File: config.mk
export PLATFORM = sky130hd
export DESIGN_NAME = rom_download_writer
export DESIGN_NICKNAME = d
export VERILOG_FILES = /design/src/rtl/rom_download_writer.sv
export SDC_FILE = /design/constraint.sdc
export NUM_CORES = 1
export LEC_CHECK = 0
export BUFFER_PORTS_ARGS = -buffer_cell sky130_fd_sc_hd__buf_2
export CORE_ASPECT_RATIO = 0.5
export CORE_UTILIZATION = 45
export CTS_BUF_LIST = sky130_fd_sc_hd__clkbuf_16
export DETAILED_ROUTE_END_ITERATION = 8
export PLACE_DENSITY = 0.66
export SLEW_MARGIN = 30
export SYNTH_ARGS = -nofsm -noshare
export SYNTH_HDL_FRONTEND = slang
export SYNTH_SLANG_ARGS = --single-unit
File: constraint.sdc
create_clock -name clk_sys -period 2.9 [get_ports clk_sys]
set_input_delay 0.29 -clock clk_sys [delete_from_list [all_inputs] [get_ports clk_sys]]
set_output_delay 0.29 -clock clk_sys [all_outputs]
set_load 0.1 [all_outputs]
File: src/rtl/rom_download_writer.sv
// ROM/BIOS download bridge: buffers ioctl words and writes them to SDRAM
// through the toggle handshake, holding the core in reset until drained.
module rom_download_writer #(
    parameter int                ADDR_W     = 24,
    parameter logic [ADDR_W-1:0] BASE_ADDR  = '0,
    parameter int                FIFO_DEPTH = 4,
    parameter int                INDEX_MAX  = 1
) (
    input  logic              clk_sys,
    input  logic              reset,
    input  logic              ioctl_download,
    input  logic [7:0]        ioctl_index,
    input  logic              ioctl_wr,
    input  logic [15:0]       ioctl_dout,
    output logic              ioctl_wait,
    output logic [ADDR_W-1:0] romwr_a,
    output logic [15:0]       romwr_d,
    output logic              rom_wr,
    input  logic              sd_wrack,
    output logic              core_reset,
    output logic              load_done,
    output logic              overflow,
    output logic [ADDR_W-2:0] word_count,
    output logic [15:0]       checksum
);

    localparam int             PW       = $clog2(FIFO_DEPTH);
    localparam logic [5:0]     IDX_MAX  = 6'(INDEX_MAX);
    localparam logic [PW:0]    ONE      = (PW+1)'(1);
    localparam logic [PW:0]    FULL_LVL = (PW+1)'(FIFO_DEPTH);
    localparam logic [PW:0]    WAIT_LVL = (PW+1)'(FIFO_DEPTH - 1);

    typedef enum logic [1:0] {RESYNC, IDLE, WAIT_ACK} state_t;

    state_t        state, state_n;
    logic [15:0]   mem [FIFO_DEPTH];
    logic [PW-1:0] wr_ptr, rd_ptr, wp;
    logic [PW:0]   count, cnt_n;
    logic          dl_q, dl_r, rise, fall;
    logic          full, empty, push, drop, pop, acked;
    logic          drain, stale, in_flight;
    logic          unused_idx;

    assign unused_idx = ^ioctl_index[7:6];
    assign dl_q  = ioctl_download & (ioctl_index[5:0] <= IDX_MAX);
    assign rise  = dl_q & ~dl_r;
    assign fall  = ~dl_q & dl_r;
    assign full  = (count == FULL_LVL);
    assign empty = (count == '0);
    assign push  = ioctl_wr & dl_q & (rise | ~full);
    assign drop  = ioctl_wr & dl_q & ~rise & full;
    assign wp    = rise ? '0 : wr_ptr;
    // A request already issued when a new load starts must not touch its counters
    assign in_flight = (state == WAIT_ACK) & ~acked;

    always_comb begin
        state_n = state;
        pop     = 1'b0;
        acked   = 1'b0;
        unique case (state)
            RESYNC:   if (rom_wr == sd_wrack) state_n = IDLE;
            IDLE: begin
                if (!empty && !rise) begin
                    pop     = 1'b1;
                    state_n = WAIT_ACK;
                end
            end
            WAIT_ACK: begin
                if (sd_wrack == rom_wr) begin
                    acked   = 1'b1;
                    state_n = IDLE;
                end
            end
            default:  state_n = RESYNC;
        endcase
    end

    always_comb begin
        cnt_n = count;
        if (rise)
            cnt_n = '0;
        else if (pop)
            cnt_n = cnt_n - ONE;
        if (push)
            cnt_n = cnt_n + ONE;
    end

    always_ff @(posedge clk_sys) begin
        if (reset)
            state <= RESYNC;
        else
            state <= state_n;
    end

    always_ff @(posedge clk_sys) begin
        if (push)
            mem[wp] <= ioctl_dout;
    end

    // The request toggle survives reset so an outstanding write can finish
    always_ff @(posedge clk_sys) begin
        if (!reset && pop)
            rom_wr <= ~rom_wr;
    end

    always_ff @(posedge clk_sys) begin
        if (reset) begin
            wr_ptr <= '0;
            rd_ptr <= '0;
            count  <= '0;
        end else begin
            wr_ptr <= push ? wp + 1'b1 : wp;
            count  <= cnt_n;
            if (rise)
                rd_ptr <= '0;
            else if (pop)
                rd_ptr <= rd_ptr + 1'b1;
        end
    end

    always_ff @(posedge clk_sys) begin
        if (reset) begin
            dl_r       <= 1'b0;
            ioctl_wait <= 1'b0;
            core_reset <= 1'b0;
            load_done  <= 1'b0;
            overflow   <= 1'b0;
            drain      <= 1'b0;
            stale      <= 1'b0;
            romwr_a    <= BASE_ADDR;
            romwr_d    <= '0;
            word_count <= '0;
            checksum   <= '0;
        end else begin
            dl_r       <= dl_q;
            ioctl_wait <= dl_q & (cnt_n >= WAIT_LVL);
            if (drop)
                overflow <= 1'b1;
            if (pop)
                romwr_d <= mem[rd_ptr];
            if (acked) begin
                if (stale) begin
                    stale   <= 1'b0;
                    romwr_a <= BASE_ADDR;
                end else begin
                    romwr_a    <= romwr_a + ADDR_W'(2);
                    word_count <= word_count + 1'b1;
                    checksum   <= checksum + romwr_d;
                end
            end
            if (rise) begin
                if (in_flight)
                    stale <= 1'b1;
                else
                    romwr_a <= BASE_ADDR;
                word_count <= '0;
                checksum   <= '0;
                load_done  <= 1'b0;
                overflow   <= 1'b0;
                core_reset <= 1'b1;
                drain      <= 1'b0;
            end else if (fall) begin
                drain <= 1'b1;
            end else if (drain && empty && state == IDLE) begin
                drain      <= 1'b0;
                load_done  <= 1'b1;
                core_reset <= 1'b0;
            end
        end
    end

endmodule

==> flow_summary_export.csv, run 1 <==
group,metric,value,unit
placement,placed_area,0.008004,mm²
synth,synth_cell_types,58,
sta,max_slew_margin,46.15,%
synth,synth_top_family_by_area,"simple AND/OR/NAND/NOR gates",
run_status,status,"complete, no violations",
cells_and_area,nets,857,
synth,synth-simple-area-share,18.08,%
grt,grt_use_total,19.00,%
floorplanning,start_util,46.30,%
setup_path,crit_buf_inv,0,
floorplanning,rows,32,
synth,ys_seq_area_share,53.86,%
cells_and_area,seqCellArea,0.003854,mm²
power_and_ir_drop,leakage,0.003400,µW
power_and_ir_drop,irDropWorstVdd,0.3845,mV
sta,setup_viol,0,
route,wl_per_cell,14.71,µm
setup_path,crit_path_end_kind,"flop",
placement,io_buffers,109,
clock_tree,clk_latency,410,ps
cells_and_area,utilization,55.66,%
cells_and_area,stdcell_area,0.008602,mm²
synth,synth_edf_count,65,
synth,avgSynthCellArea,10.40,µm²
synth,synth_compound_area_share,9.862,%
hold_path,hold_class,"in2reg",
power_and_ir_drop,p_per_area,560.2,mW/mm²
route,vias,5330,
route,totalWireLength,15.00,mm
floorplanning,coreArea,0.01545,mm²
synth,netlist_instances,688,
clock_tree,path_clk_slew,60,ps
setup_path,crit_required,3180,ps
clock_tree,clock_path_buffers,2,
sta,skew,8.850,ps
sta,fin_crit_sh,85.01,%
route,drtPass1Iterations,6,
grt,grt_pass1_wl,24.59,mm
clock_tree,root_buffer,"clkbuf_16",
route,vias_per_cell,5.225,
sta,worst_pin_slew,806.6,ps
setup_path,crit_slowest_cell,"a2111oi_0",
sta,fin_tns_setup,0,ps
grt,grt_overflow_total,0,
floorplanning,die_width,180.3,µm
synth,ys_warn_count,0,
synth,synth_mux_area_share,5.630,%
sta,period_minus_slack,2465,ps
synth,synthAdderAreaFrac,4.476,%
cells_and_area,area_growth_syn_to_layout,20.21,%
sta,grt_setup_unrepaired,"no",
synth,synth.ff_latch_count,160,
cells_and_area,multi_input_area,0.003132,mm²
sta,max_freq,405.6,MHz
setup_path,worst_path_largest_cell_delay,380,ps
sta,finalHoldViolCount,0,
clock_tree,clock_sinks,160,
grt,grt_max_degree,32,
setup_path,crit_family,"compound AO/OA/AOI/OAI gates",
grt,antenna_found_initial,0,
flow_run,cap_violations,0,
placement,hpwl,10.47,mm
clock_tree,cts_tree,"built",
clock_tree,cts_resized,0,
synth,synth_top_flop_cell,"dfxtp_1",
synth,postSynthNetCount,742,
synth,async_flop_share,0,%
grt,grt_pass1_vias,5012,
route,ant_nets,0,
placement,place_congestion,0.8324,
setup_path,crit_chain,"ha_1 > a211oi_1 > o211ai_1 > a21oi_1 > o21bai_1 > and2_1 > a2111oi_0 > nand2_1",
route,drc_errors,0,
route,drt-initial-drc-count,274,
setup_path,arrival,2750,ps
setup_path,critPathLaunchType,"flop",
floorplanning,die_area,0.01644,mm²
cells_and_area,num_antenna_cells,0,
clock_tree,hold_buffers,0,
clock_tree,numCtsBuffers,17,
synth,synth-xor-area-share,5.630,%
synth,synth_area,0.007156,mm²
clock_tree,cts_setup_buffers,0,
sta,finalMaxSlewViolations,0,
cells_and_area,fillers,1334,
floorplanning,io_pins,113,
cells_and_area,drive_above_1_share,22.92,%
floorplanning,die_y,91.17,µm
setup_path,critPathMaxFanout,4,
setup_path,crit_type,"reg2reg",
clock_tree,cts-htree-levels,4,
layout make-up:
| type | count | area share (%) |
|---|---|---|
| Inverter | 14 | 0.6109 |
| Sequential cell | 160 | 44.80 |
| Clock inverter | 13 | 1.425 |
| Tap cell | 204 | 2.967 |
| Clock buffer | 19 | 5.527 |
| Multi-Input combinational cell | 484 | 36.41 |
| Timing Repair Buffer | 126 | 8.262 |
layer usage:
metal	wire length, µm	vias to the layer above	track usage (%)
li1	-	2678	-
met1	7360	2553	25.39
met2	7022	89	30.62
met3	463	10	3.971
met4	157	0	6.909
met5	0	-	0
final timing paths:
| path | startpoint | to | slack [ps] | cells after the start |
|---|---|---|---|---|
| worst max-delay path | romwr_d[1]$_SDFFE_PP0N_ | checksum[15]$_SDFFE_PP0P_ | 430 | 8 |
| worst min-delay path | ioctl_dout[12] | mem[2][12]$_DFFE_PP_ | 80 | 1 |
| worst max register to register | romwr_d[1]$_SDFFE_PP0N_ | checksum[15]$_SDFFE_PP0P_ | 430 | 8 |
| worst min register to register | romwr_a[0]$_SDFF_PP0_ | romwr_a[0]$_SDFF_PP0_ | 430 | 2 |
where the power goes:
part | switching (µW) | total, µW | internal [µW]
registers | 17.8 | 2370 | 2350
logic | 162 | 222 | 60.2
clock network | 929 | 2230 | 1300
total | 1110 | 4820 | 3710
cells in the final DEF, fill, tap and decap left out, types with 3 or more instances in the layout:
cell        count
nand3_1        23
nor2_1         78
clkbuf_16      19
buf_4          14
a211oi_1        7
edfxtp_1       65
buf_12          3
a21oi_1        70
clkinvlp_4      3
dfxtp_1        95
mux4_2         16
or2_2           4
nand2b_1        7
nor3b_1         3
xor2_1         31
o21ai_0        13
inv_1          14
a21o_1          7
nor2b_1         6
or3_1           4
nand4_1        11
and3_1          6
a31oi_1         4
and2_1          6
xnor2_1        15
or4_1           3
nand2_1        94
ha_1           24
and4_1          4
nor3_1         12
buf_2         109
synth_stat cells, drive strengths merged, types with 11 or more instances:
cell type	count	area [µm²]
nand2	96	370.4
inv	14	52.55
nor2	78	292.8
xnor2	15	131.4
ha	24	300.3
mux4	16	360.4
nand3	23	115.1
xor2	31	271.5
edfxtp	65	1952
clkbuf	23	86.33
nor3	13	70.07
o21ai	13	65.06
dfxtp	95	1902
a21oi	70	350.3
nand4	11	68.82
kinds of logic after synthesis:
family          count (synthesis)
flops                         160
mux                            20
compound gates                120
fa+ha+maj                      25
simple gates                  273
xor+xnor                       46
buf+inv                        44
flip-flops by register name, summed over array words and instances (netlist names), 2 cells and up:
name	count
romwr_a	24
mem	64
state	2
romwr_d	16
checksum	16
word_count	23
wr_ptr	2
count	3
rd_ptr	2
worst register-to-register path, cell delays in order (launching register included):
cell	delay (ps)
dfxtp_1	340
ha_1	310
a211oi_1	340
o211ai_1	150
a21oi_1	300
o21bai_1	210
and2_1	210
a2111oi_0	380
nand2_1	100
per-stage QoR:
step                total power (µW)  setup slack (ps)  hold slack, ps  cells
finish                          4819             434.7           84.93   1020
global route                    5000             97.52           67.15   1020
CTS                             4880             486.1           64.96   1020
detailed placement              2642             183.2           420.7    988
global placement                2637             208.1           411.9    988
floorplan                       2576             12.97           388.9    688
Power figures use the tool's default switching activity.
==> run 2, diff against run 1 <==
- CTS_BUF_LIST: sky130_fd_sc_hd__clkbuf_16 -> sky130_fd_sc_hd__clkbuf_4 sky130_fd_sc_hd__clkbuf_8
==> flow_summary_export.csv, run 2 (synthesis results as in run 1) <==
group,metric,value,unit
power_and_ir_drop,p_per_area,514.7,mW/mm²
setup_path,regToRegSetupSlack,420,ps
cells_and_area,fillers,1366,
setup_path,critPathMaxFanout,4,
grt,grt_max_degree,32,
grt,grt_overflow_total,0,
setup_path,crit_family,"compound AO/OA/AOI/OAI gates",
hold_path,hold_class,"in2reg",
route,wl_per_cell,14.69,µm
setup_path,arrival,2780,ps
cells_and_area,largest-register,"mem",
clock_tree,path_clk_slew,90,ps
grt,antenna_found_initial,0,
setup_path,worst_path_largest_cell_delay,380,ps
flow_run,cap_violations,0,
route,ant_nets,0,
setup_path,crit_buf_inv,0,
placement,hpwl,10.47,mm
setup_path,crit_chain,"ha_1 > a211oi_1 > o211ai_1 > a21oi_1 > o21bai_1 > and2_1 > a2111oi_0 > nand2_1",
setup_path,r2r_end,"checksum[15]$_SDFFE_PP0P_",
clock_tree,cts_tree,"built",
power_and_ir_drop,leakage,0.003319,µW
sta,period_minus_slack,2475,ps
clock_tree,hold_buffers,0,
setup_path,r2r-start,"romwr_d[1]$_SDFFE_PP0N_",
route,drt-initial-drc-count,242,
route,vias_per_cell,5.205,
floorplanning,start_util,46.30,%
floorplanning,die_y,91.17,µm
clock_tree,root_buffer,"clkbuf_8",
setup_path,crit_slowest_cell,"a2111oi_0",
clock_tree,numCtsBuffers,17,
setup_path,critPathLaunchType,"flop",
clock_tree,clk_latency,440,ps
sta,worst_pin_slew,836.4,ps
route,vias,5309,
cells_and_area,num_antenna_cells,0,
floorplanning,io_pins,113,
clock_tree,cts_resized,0,
hold_path,hold_path_end,"mem[0][11]$_DFFE_PP_",
sta,finalHoldViolCount,0,
hold_path,hold_depth,1,
sta,grt_setup_unrepaired,"no",
hold_path,min-delay-start,"ioctl_dout[11]",
sta,skew,14.63,ps
clock_tree,cts-htree-levels,4,
power_and_ir_drop,irDropWorstVdd,0.4066,mV
floorplanning,coreArea,0.01545,mm²
setup_path,crit_path_end_kind,"flop",
sta,worst_slack,424.8,ps
sta,finalMaxSlewViolations,0,
clock_tree,clock_sinks,160,
floorplanning,die_area,0.01644,mm²
sta,fin_tns_setup,0,ps
placement,place_congestion,0.8324,
cells_and_area,largest_reg_flops,64,
run_status,status,"complete, no violations",
clock_tree,clock_path_buffers,2,
grt,grt_pass1_wl,24.38,mm
sta,max_slew_margin,44.16,%
floorplanning,die_width,180.3,µm
cells_and_area,nets,857,
cells_and_area,reg_top3,"mem x64, romwr_a x24, word_count x23",
sta,max_freq,404.0,MHz
grt,grt_pass1_vias,4955,
cells_and_area,final_cell_mix,"buf_2, dfxtp_1, nand2_1",
setup_path,rr_worst_depth,8,
clock_tree,cts_setup_buffers,0,
sta,fin_crit_sh,85.35,%
route,drtPass1Iterations,6,
route,totalWireLength,14.99,mm
sta,setup_viol,0,
cells_and_area,drive_above_1_share,22.92,%
placement,pre_cts_slack,183.2,ps
route,drc_errors,0,
placement,io_buffers,109,
grt,grt_use_total,18.86,%
setup_path,crit_required,3210,ps
cells_and_area,area_growth_syn_to_layout,17.82,%
floorplanning,rows,32,
cells_and_area,layout_commonest_cell,"buf_2",
setup_path,crit_type,"reg2reg",
run 2: layout make-up:
class | instances | area [µm²] | share of cell area (%)
Tap cell | 204 | 255.2 | 3.028
Timing Repair Buffer | 126 | 710.7 | 8.430
Multi-Input combinational cell | 484 | 3132 | 37.15
Clock inverter | 14 | 178.9 | 2.122
Sequential cell | 160 | 3854 | 45.71
Clock buffer | 18 | 247.7 | 2.939
Inverter | 14 | 52.55 | 0.6233
run 2: worst max path at each step:
stage                                         from  cells past startpoint                   endpoint  slack, ps
after floorplan           checksum[0]$_SDFFE_PP0P_                     10  checksum[14]$_SDFFE_PP0P_         10
after global placement              ioctl_index[1]                      8        mem[2][9]$_DFFE_PP_        210
after detailed placement            ioctl_index[1]                      8        mem[2][9]$_DFFE_PP_        180
after CTS                  romwr_d[1]$_SDFFE_PP0N_                      8  checksum[15]$_SDFFE_PP0P_        480
after global routing       romwr_d[1]$_SDFFE_PP0N_                      8  checksum[15]$_SDFFE_PP0P_         90
final                      romwr_d[1]$_SDFFE_PP0N_                      8  checksum[15]$_SDFFE_PP0P_        420
run 2: power by group:
| part | total, µW | internal, µW | leakage (µW) | switching (µW) |
|---|---|---|---|---|
| clock | 1750 | 889 | 0.000207 | 861 |
| sequential | 2370 | 2350 | 0.00135 | 17.6 |
| combinational | 221 | 60.2 | 0.00176 | 161 |
run 2: stage by stage:
stage | hold WS, ps | utilization, % | instance area [µm²] | cells | power, µW
floorplan | 388.9 | - | 7156 | 688 | 2576
global placement | 411.9 | 51.79 | 8004 | 988 | 2637
detailed placement | 420.7 | 51.79 | 8004 | 988 | 2642
CTS | 23.06 | 54.55 | 8431 | 1020 | 4392
global route | 17.53 | 54.55 | 8431 | 1020 | 4512
finish | 53.65 | 54.55 | 8431 | 1020 | 4339
run 2: layer usage:
layer	global-route usage (%)	wire length, µm	vias up
li1	-	-	2671
met1	25.29	7372	2537
met2	30.36	6979	87
met3	4.573	474	14
met4	5.556	158	0
met5	0	0	-
